File: src/rtl/reg_dump_pkg.sv
// ---------------------------------------------------------------------------
// reg_dump_pkg : shared state encoding and framing constants for the dumper
// Rev 1.0
// ---------------------------------------------------------------------------
`default_nettype none

package reg_dump_pkg;

  typedef enum logic [2:0] {
    IDLE  = 3'd0,
    SEL   = 3'd1,
    START = 3'd2,
    DATA  = 3'd3,
    STOP  = 3'd4
  } state_e;

  localparam int DATA_BITS      = 8;
  localparam int BYTES_PER_WORD = 4;
  localparam int REG_IDX_W      = 5;

  // Byte 0 is the most significant byte of the word.
  function automatic logic [7:0] word_byte(input logic [31:0] word, input logic [1:0] idx);
    logic [7:0] b;
    case (idx)
      2'd0:    b = word[31:24];
      2'd1:    b = word[23:16];
      2'd2:    b = word[15:8];
      default: b = word[7:0];
    endcase
    return b;
  endfunction

endpackage

`default_nettype wire

File: src/rtl/reg_dump_uart_tx.sv
// ---------------------------------------------------------------------------
// reg_dump_uart_tx : walks the register file and streams each word, MSB first, as UART 8N1
// Rev 1.0
// ---------------------------------------------------------------------------
`default_nettype none

module reg_dump_uart_tx
  import reg_dump_pkg::*;
#(
  parameter int CLKS_PER_BIT = 868,
  parameter int NREGS        = 32
) (
  input  logic                 clk,
  input  logic                 rstn,
  input  logic                 start,
  output logic [REG_IDX_W-1:0] reg_sel,
  input  logic [31:0]          reg_data,
  output logic                 tx,
  output logic                 busy,
  output logic                 done
);

  localparam int                   BAUD_W    = $clog2(CLKS_PER_BIT);
  localparam logic [BAUD_W-1:0]    BAUD_LAST = BAUD_W'(CLKS_PER_BIT - 1);
  localparam logic [BAUD_W-1:0]    BAUD_ONE  = BAUD_W'(1);
  localparam logic [2:0]           BIT_LAST  = 3'(DATA_BITS - 1);
  localparam logic [1:0]           BYTE_LAST = 2'(BYTES_PER_WORD - 1);
  localparam logic [REG_IDX_W-1:0] REG_LAST  = REG_IDX_W'(NREGS - 1);

  state_e                 state_q, state_d;
  logic [BAUD_W-1:0]      baud_q, baud_d;
  logic [2:0]             bit_q, bit_d;
  logic [1:0]             byte_q, byte_d;
  logic [31:0]            word_q, word_d;
  logic [REG_IDX_W-1:0]   sel_q, sel_d;
  logic                   busy_q, busy_d;
  logic                   fin_q, fin_d;
  logic                   done_q;
  logic                   tx_q, tx_d;
  logic                   baud_end;
  logic [7:0]             cur_byte;

  assign baud_end = (baud_q == BAUD_LAST);
  assign cur_byte = word_byte(word_q, byte_q);

  // The line level and the done strobe are registered one cycle behind the
  // FSM, so start requests are refused until that trailing pulse has gone.
  always_comb begin
    state_d = state_q;
    baud_d  = baud_q;
    bit_d   = bit_q;
    byte_d  = byte_q;
    word_d  = word_q;
    sel_d   = sel_q;
    busy_d  = busy_q;
    fin_d   = 1'b0;
    tx_d    = 1'b1;
    if (fin_q) busy_d = 1'b0;

    case (state_q)
      IDLE: begin
        if (start && !fin_q && !done_q) begin
          sel_d   = '0;
          busy_d  = 1'b1;
          state_d = SEL;
        end
      end
      SEL: begin
        word_d  = reg_data;
        byte_d  = 2'd0;
        baud_d  = '0;
        state_d = START;
      end
      START: begin
        tx_d = 1'b0;
        if (baud_end) begin
          baud_d  = '0;
          bit_d   = 3'd0;
          state_d = DATA;
        end else begin
          baud_d = baud_q + BAUD_ONE;
        end
      end
      DATA: begin
        tx_d = cur_byte[bit_q];
        if (baud_end) begin
          baud_d = '0;
          if (bit_q == BIT_LAST) state_d = STOP;
          else                   bit_d   = bit_q + 3'd1;
        end else begin
          baud_d = baud_q + BAUD_ONE;
        end
      end
      STOP: begin
        if (baud_end) begin
          baud_d = '0;
          if (byte_q != BYTE_LAST) begin
            byte_d  = byte_q + 2'd1;
            state_d = START;
          end else if (sel_q != REG_LAST) begin
            sel_d   = sel_q + REG_IDX_W'(1);
            state_d = SEL;
          end else begin
            sel_d   = '0;
            fin_d   = 1'b1;
            state_d = IDLE;
          end
        end else begin
          baud_d = baud_q + BAUD_ONE;
        end
      end
      default: state_d = IDLE;
    endcase
  end

  always_ff @(posedge clk or negedge rstn) begin
    if (!rstn) begin
      state_q <= IDLE;
      baud_q  <= '0;
      bit_q   <= 3'd0;
      byte_q  <= 2'd0;
      word_q  <= '0;
      sel_q   <= '0;
      busy_q  <= 1'b0;
      fin_q   <= 1'b0;
      done_q  <= 1'b0;
      tx_q    <= 1'b1;
    end else begin
      state_q <= state_d;
      baud_q  <= baud_d;
      bit_q   <= bit_d;
      byte_q  <= byte_d;
      word_q  <= word_d;
      sel_q   <= sel_d;
      busy_q  <= busy_d;
      fin_q   <= fin_d;
      done_q  <= fin_q;
      tx_q    <= tx_d;
    end
  end

  assign reg_sel = sel_q;
  assign tx      = tx_q;
  assign busy    = busy_q;
  assign done    = done_q;

endmodule

`default_nettype wire

File: config.mk
export PLATFORM = sky130hd
export DESIGN_NAME = reg_dump_uart_tx
export DESIGN_NICKNAME = d
export VERILOG_FILES = /design/src/rtl/reg_dump_pkg.sv /design/src/rtl/reg_dump_uart_tx.sv
export SDC_FILE = /design/constraint.sdc
export NUM_CORES = 1
export LEC_CHECK = 0
export ABC_AREA = 1
export CAP_MARGIN = 20
export CORE_MARGIN = 2
export CORE_UTILIZATION = 54
export CTS_CLUSTER_DIAMETER = 30
export DETAILED_ROUTE_END_ITERATION = 7
export PLACE_DENSITY = 0.84
export SYNTH_ARGS = -nofsm -noshare
export SYNTH_HDL_FRONTEND = slang
export SYNTH_SLANG_ARGS = --single-unit
File: constraint.sdc
create_clock -name clk -period 2.25 [get_ports clk]
set_input_delay 0.225 -clock clk [delete_from_list [all_inputs] [get_ports clk]]
set_output_delay 0.225 -clock clk [all_outputs]
set_load 0.01 [all_outputs]
# After elaboration in Yosys (flattened, before gate mapping)
# Cells that the tools add are included.
dict set report op_classes {
  muxes 33
  addsub 4
  order_cmp 1
  reduce_logical 15
  n_eq_ne 18
}
# op count
set ops {}
lappend ops {{$mux 3} 8}
lappend ops {{$pmux 8 s3} 1}
lappend ops {{$mux 5} 4}
lappend ops {{$pmux 10 s2} 1}
lappend ops {{$ne 2x2->1 const B} 9}
lappend ops {{$pmux 3 s5} 1}
lappend ops {{$add 10x1->10 const B} 1}
lappend ops {{$eq 10x10->1 const B} 1}
lappend ops {{$mux 10} 1}
lappend ops {{$pmux 5 s2} 1}
lappend ops {{$mux 1} 9}
lappend ops {{$reduce_and 4->1} 2}
lappend ops {{$reduce_bool 2->1} 4}
lappend ops {{$eq 3x2->1 const B} 2}
lappend ops {{$eq 3x3->1 const B} 2}
lappend ops {{$mux 2} 3}
lappend ops {{$pmux 3 s2} 1}
lappend ops {{$add 5x1->5 const B} 1}
lappend ops {{$ne 5x5->1 const B} 1}
lappend ops {{$reduce_and 5->1} 1}
lappend ops {{$lt 3x4->1 const B} 1}
lappend ops {{$pmux 2 s2} 1}
lappend ops {{$add 3x1->3 const B} 1}
lappend ops {{$bmux 1 s3} 1}
lappend ops {{other kinds (11)} 13}
dict set report word_totals {
  elab_cells 81
  inputBits 35
  reg_bits 59
}

# Longest topological paths before layout
# Gate-level depths: netlist of run 1.
dict set report logic_depth {
  ltp_word 5
  depth_mapped 11
}

# Least setup slack after synthesis of run 1
# Ideal clock, no wire load.
dict set report synth_path {
  kind {register -> register}
  from {reg sel_q[0], in the netlist reg_sel[0]}
  to {reg sel_q[0], in the netlist reg_sel[0]}
  setup_slack_ns 0.591
  required_time_ns 2.167
  synth_period_minus_slack_ns 1.659
  path_buffers 0
  stages_incl_launch_ff 8
  arrival_ns 1.577
  path_cell_list {dfrtp_1 -> ha_1 -> nand2_1 -> nor2_1 -> ha_1 -> or2_2 -> or2_0 -> o21ai_0}
}
dict set report synth_via {
  elab_chain_cells 5
  word_cells_on_any_way 6
  cone_classes {add/sub: 1; eq/ne: 1; mux: 4}
}
# item line
set synth_lines {}
lappend synth_lines {{start, declared} reg_dump_uart_tx.sv:35} ;# logic [REG_IDX_W-1:0] sel_q, sel_d;
lappend synth_lines {{start signal, assigned} reg_dump_uart_tx.sv:134} ;# sel_q <= sel_d;
lappend synth_lines {{$add 5x1->5 / $ne 5x5->1 (equally long branches)} {reg_dump_uart_tx.sv:101, reg_dump_uart_tx.sv:100}}
lappend synth_lines {{$mux 5 *} reg_dump_uart_tx.sv:100} ;# end else if (sel_q != REG_LAST) begin
lappend synth_lines {{$mux 5 *} reg_dump_uart_tx.sv:97} ;# if (byte_q != BYTE_LAST) begin
lappend synth_lines {{$mux 5 *} reg_dump_uart_tx.sv:95} ;# if (baud_end) begin
lappend synth_lines {{$pmux 5 s2 *} reg_dump_uart_tx.sv:60} ;# case (state_q)
# Mark *: on every way between the ends. The rest lies on a longest branch, timed or not. The select of a mux whose other input is x is not followed.
# A chain may end at the register's enable or synchronous reset.

# Final worst setup path of run 1
# Same ends and word-level chain as after synthesis.

==> impl_metrics.csv, run 1 <==
group,metric,value,unit
outcome,outcome,"finished, final reports clean",
cts,htree_levels,3,
cells_and_area,drive_gt1_share,16.1,%
sta,whs,400,ps
cts,root_buffer,"clkbuf_8",
worst_setup_path,r2r-start,"reg_sel[0]",
worst_setup_path,regToRegEndpoint,"reg_sel[0]",
logic_synthesis,synth_cell_types,32,
sta,relSlewSlack,65.1,%
cts,cts_buffers,9,
route,drc,0,
logic_synthesis,avgSynthCellArea,8.97,µm²
floorplan,io_pins,43,
worst_setup_path,crit_path_end_kind,"flip-flop",
place,hpwl,4400,µm
cells_and_area,nets,432,
cts,cts_tree,"yes",
logic_synthesis,yosys_warnings,0,
route,vias,2430,
sta,fmax,566,MHz
place,place_congestion,0.912,
cts,post_cts_buffers,0,
worst_setup_path,setup.worst_path.start,"reg_sel[0]",
worst_setup_path,rrSetupSlack,480,ps
cells_and_area,final_util,67.9,%
sta,tns,0,ps
job,drv_cap,0,
sta,grt_setup_unrepaired,"false",
sta,min_period,1770,ps
global_route,grt_max_degree,38,
sta,worstMarginPinSlew,524,ps
pwr,p_total,0.00208,W
cells_and_area,antenna_cells,0,
worst_setup_path,cp_data_required_time,2500,ps
logic_synthesis,synth_nets,385,
sta,finalClockSkew,7.59,ps
global_route,grt_pass1_vias,2374,
worst_setup_path,cp-endpoint,"reg_sel[0]",
pwr,p_per_area,559,mW/mm²
route,ant_nets,0,
sta,drv_slew,0,
place,port_buffers,42,
worst_setup_path,reg2reg_depth,7,
cts,clkTransAtPathRegs,60,ps
route,drt_iter0_markers,216,
floorplan,start_util,55.7,%
route,drtPass1Iterations,5,
global_route,grt_pass1_wl,10500,µm
logic_synthesis,postSynthCellCount,340,
sta,setup_viol,0,
pwr,p_leak,1.68,nW
logic_synthesis,synthesis.area,0.00305,mm²
hold_path,hp-class,"input pin to asynchronous set/reset pin",
logic_synthesis,synth-seq-cells,59,
worst_setup_path,start_kind,"flip-flop",
global_route,antenna_found_initial,0,
place,dpl.cell_count,447,
worst_setup_path,critPathMaxFanout,5,
route,wl,6060,µm
worst_setup_path,path_class,"flip-flop to flip-flop",
cts,clock-sinks,59,
route,viasPerCell,5.24,
pwr,ir_drop,0.376,mV
floorplan,die_w,79.1,µm
cts,clk_latency,340,ps
floorplan,die-area,0.00626,mm²
worst_setup_path,cp_data_arrival_time,2020,ps
cells_and_area,fin_cells,464,
sta,hold_violations,0,
cells_and_area,area_growth,21.9,%
sta,period_share,78.5,%
route,wl_per_cell,13.1,µm
floorplan,die_h,79.1,µm
floorplan,num_rows,27,
cts,clockBufferDepth,2,
logic_synthesis,seq_area_frac_synth,48.5,%
global_route,gr-usage-all-layers,21.6,%
floorplan,core,0.00547,mm²
global_route,globalRouteOverflowTotal,0,
[cells by family (layout without fill, tap and decap cells)]
group / count (synthesis) / in the layout / share of synthesized area, %
mux: 32 / 32 / 11.8
buf+inv: 37 / 89 / 5.01
fa+ha+maj: 10 / 10 / 4.10
xor+xnor: 3 / 3 / 0.862
compound gates: 37 / 37 / 6.69
simple gates: 162 / 162 / 23.1
flops: 59 / 59 / 48.5
[critical path, stage by stage, from the launching register on]
cell	delay, ps
dfrtp_1	420
ha_1	240
nand2_1	90
nor2_1	40
ha_1	220
or2_2	310
or2_0	200
o21ai_0	160
[cells in the final DEF (no fill, tap or decap), types with 3 or more instances in the layout]
cell	instances
a21oi_1	7
clkbuf_1	3
clkbuf_8	11
clkdlybuf4s50_1	41
dfrtp_1	58
ha_1	10
inv_1	26
mux2_2	32
nand2_1	84
nand2_2	4
nand3_1	13
nand4_1	5
nor2_1	38
nor3_1	7
o21ai_0	19
o21ai_1	3
o22ai_1	4
xor2_1	3
[layer usage]
metal,track usage [%],share of wire (%)
met1,28.2,45
met2,35.1,48
met3,3.75,4.6
met4,10.2,2.0
met5,0,0
[flip-flops by register name, summed over array words and instances (netlist names)]
signal	count
done	1
fin_q	1
reg_sel	5
state_q	3
tx	1
bit_q	3
baud_q	10
word_q	32
busy	1
byte_q	2
[synthesized netlist by cell type]
| cell | instances | share of area [%] |
|---|---|---|
| o21ai_0 | 19 | 3.1 |
| xor2_1 | 3 | 0.86 |
| dfstp_2 | 1 | 0.86 |
| nand3_4 | 1 | 0.57 |
| nand4_1 | 5 | 1.0 |
| buf_2 | 5 | 0.82 |
| or2_2 | 1 | 0.21 |
| or2_0 | 2 | 0.41 |
| nand3_2 | 1 | 0.33 |
| nor3b_1 | 1 | 0.25 |
| o22ai_1 | 4 | 0.82 |
| nor2_2 | 1 | 0.21 |
| o31ai_1 | 1 | 0.25 |
| nor3_2 | 1 | 0.33 |
| nor3_1 | 7 | 1.1 |
| buf_6 | 1 | 0.37 |
| mux2_2 | 32 | 12 |
| nand2_1 | 84 | 10 |
| nand2_2 | 4 | 0.82 |
| clkbuf_1 | 3 | 0.37 |
| nor2_1 | 38 | 4.7 |
| o21ai_1 | 3 | 0.49 |
| nor4_1 | 2 | 0.41 |
| dfrtp_1 | 58 | 48 |
| inv_2 | 2 | 0.25 |
| ha_1 | 10 | 4.1 |
| a21oi_1 | 7 | 1.1 |
| o21ai_2 | 2 | 0.57 |
| and3_1 | 1 | 0.21 |
| inv_1 | 26 | 3.2 |
| a21oi_2 | 1 | 0.29 |
| nand3_1 | 13 | 2.1 |
[power by group]
group	switching (W)	internal, W	total (W)
clock	0.000388	0.000457	0.000845
sequential	0.0000164	0.00109	0.00111
combinational	0.0000424	0.0000823	0.000125
total	0.000447	0.00163	0.00208
[worst min path at each step]
stage | start | slack [ps] | to | depth (start not counted)
after floorplan | rstn | -70 | baud_q[0] | 0
after global placement | rstn | 230 | word_q[17] | 1
after detailed placement | rstn | 230 | word_q[18] | 1
after CTS | rstn | 410 | word_q[18] | 2
after global routing | fin_q | 440 | done | 0
final | rstn | 400 | word_q[18] | 2
[final cells by class]
| type | count | area, µm² |
|---|---|---|
| clock buffer | 14 | 163 |
| clock inverter | 2 | 10.0 |
| fill | 463 | 1760 |
| inverter | 28 | 105 |
| multi-input combinational | 244 | 1420 |
| sequential | 59 | 1480 |
| tap | 72 | 90.1 |
| timing repair buffer | 45 | 453 |
[stage by stage]
stage | area (µm²) | setup slack [ps]
floorplan | 3050 | 591
global placement | 3530 | 592
finish | 3720 | 484
global route | 3720 | 360
CTS | 3720 | 480
detailed placement | 3530 | 481
[timing repair]
| item | in CTS | in global routing |
|---|---|---|
| resized for setup | 0 | 0 |
| hold endpoints to repair | 22 | 0 |
| hold buffers | 1 | 0 |
Power figures use the tool's default switching activity.
==> run 2, diff against run 1 <==
- CORE_UTILIZATION: 54 -> 49
- PLACE_DENSITY: 0.84 -> 0.81
- clock period: 2.25 -> 1.6 ns (I/O delays scaled with it)
==> run 2 against run 1 <==
Against the previous run:
- largest power group unchanged
- final area increased by 7.5%
- first-iteration DRC count down 10%
- count of clock-buffer cells in the layout shrank 2
- critical endpoint unchanged
- maximum frequency up 14%
- via count increased by 5.7%
==> impl_metrics.csv, run 2 (synthesized netlist as in run 1, its figures left out) <==
group,metric,value,unit
pwr,pwr-share-comb,5.4,%
pwr,sw_frac_of_total,20.5,%
cells_and_area,largest_reg_flops,32,
worst_setup_path,cp_data_required_time,1870,ps
cts,cts_buffers,9,
worst_setup_path,r2r-start,"reg_sel[0]",
cts,clock-sinks,59,
route,vias,2569,
route,drtPass1Iterations,4,
place,dpl.cell_count,460,
worst_setup_path,critPathMaxFanout,2,
cells_and_area,final_cell_mix,"82 x nand2_1, 55 x dfrtp_1, 40 x clkdlybuf4s50_1",
job,drv_cap,0,
route,wl,6940,µm
worst_setup_path,reg2reg_depth,7,
route,drc,0,
floorplan,die_h,82.9,µm
worst_setup_path,regToRegEndpoint,"reg_sel[0]",
cells_and_area,area_growth,31.0,%
pwr,p_switching,0.000673,W
sta,relSlewSlack,73.2,%
sta,finalClockSkew,7.88,ps
cts,clockBufferDepth,2,
sta,whs,338,ps
cts,root_buffer,"clkbuf_8",
global_route,grt_max_degree,60,
worst_setup_path,path_class,"flip-flop to flip-flop",
route,ant_nets,0,
sta,hold_violations,0,
cells_and_area,antenna_cells,0,
cts,cts_tree,"yes",
route,wl_per_cell,14.4,µm
global_route,antenna_found_initial,0,
sta,worstMarginPinSlew,398,ps
hold_path,hp-class,"input pin to asynchronous set/reset pin",
route,viasPerCell,5.34,
cells_and_area,final_common_cell,"nand2_1",
cells_and_area,fin_cells,481,
global_route,gr-usage-all-layers,21.4,%
worst_setup_path,crit_path_end_kind,"flip-flop",
pwr,p_seq_share,47.6,%
pwr,p_per_area,822,mW/mm²
worst_setup_path,start_kind,"flip-flop",
worst_setup_path,rrSetupSlack,50,ps
floorplan,die_w,82.9,µm
cells_and_area,nets,446,
sta,fmax,647,MHz
floorplan,num_rows,28,
place,hpwl,4890,µm
worst_setup_path,cp_data_arrival_time,1820,ps
pwr,p_leak,1.77,nW
sta,tns,0,ps
global_route,grt_pass1_vias,2589,
cts,clk_latency,340,ps
pwr,clkPwrFrac,47.0,%
global_route,globalRouteOverflowTotal,0,
floorplan,start_util,51.2,%
sta,setup_viol,0,
sta,min_period,1550,ps
outcome,outcome,"finished, final reports clean",
floorplan,core,0.00596,mm²
cells_and_area,top_register,"word_q",
pwr,ir_drop,0.565,mV
cells_and_area,drive_gt1_share,26.1,%
global_route,grt_pass1_wl,11800,µm
cts,clkTransAtPathRegs,70,ps
route,drt_iter0_markers,194,
sta,drv_slew,0,
cts,htree_levels,3,
floorplan,die-area,0.00687,mm²
floorplan,io_pins,43,
place,port_buffers,42,
place,place_congestion,0.839,
sta,period_share,96.7,%
pwr,internal_power,0.00261,W
==> run 2: power by group through the flow <==
| stage | Sequential (W) | Clock, W | Combinational (W) |
|---|---|---|---|
| after floorplan | 0.00158 | 0 | 0.0000499 |
| after global placement | 0.00158 | 0 | 0.000174 |
| after detailed placement | 0.00159 | 0 | 0.000179 |
| after CTS | 0.00156 | 0.00157 | 0.000182 |
| after global routing | 0.00156 | 0.00166 | 0.000197 |
| final | 0.00156 | 0.00154 | 0.000178 |
==> run 2: worst max-delay path by stage <==
stage / startpoint / endpoint / slack [ps] / cells past startpoint
after floorplan: reg_sel[1] / reg_sel[0] / 6 / 7
after global placement: bit_q[0] / bit_q[0] / 50 / 7
after detailed placement: reg_sel[1] / reg_sel[0] / 10 / 7
after CTS: state_q[1] / reg_sel[2] / 20 / 8
after global routing: reg_sel[0] / reg_sel[0] / -20 / 7
final: reg_sel[0] / reg_sel[0] / 50 / 7
==> run 2: area by class of cell <==
| type | instances | area, µm² |
|---|---|---|
| tap | 75 | 93.8 |
| inverter | 28 | 105 |
| timing repair buffer | 58 | 578 |
| clock buffer | 12 | 155 |
| clock inverter | 4 | 72.6 |
| sequential | 59 | 1480 |
| fill | 453 | 1960 |
| multi-input combinational | 245 | 1510 |
==> run 2: critical path, stage by stage, from the launching register on <==
cell and delay [ps]:
dfrtp_1 380, ha_2 200, nand2_2 80, nor2_1 50, ha_2 170, or2_4 250, or2_0 220, o21ai_1 120
==> run 2: repair_timing <==
item | CTS | global route
gates cloned | 0 | 1
endpoints found under the hold margin | 58 | 0
pin swaps | 0 | 11
endpoints found under the setup margin | 5 | 18
resized for setup | 1 | 34
hold buffers | 1 | 0
buffers inserted | 1 | 2
==> run 2: stage by stage <==
| stage | worst slack (ps) | area [µm²] | total power, W | utilization, % |
|---|---|---|---|---|
| 3_3_place_gp | 45.4 | 3640 | 0.00176 | 61.2 |
| 2_1_floorplan | 5.97 | 3050 | 0.00163 | - |
| 6_report | 53.3 | 4000 | 0.00328 | 67.1 |
| 3_5_place_dp | 9.82 | 3640 | 0.00177 | 61.2 |
| 4_1_cts | 17.2 | 3890 | 0.00331 | 65.3 |
| 5_1_grt | -15.6 | 4000 | 0.00342 | 67.1 |
==> run 2: routing by layer <==
layer,wire (µm),up-vias,GRT usage (%)
li1,-,1246,-
met3,363,8,7.36
met5,0,-,0
met2,3440,77,34.8
met1,3040,1238,26.4
met4,102,0,7.90
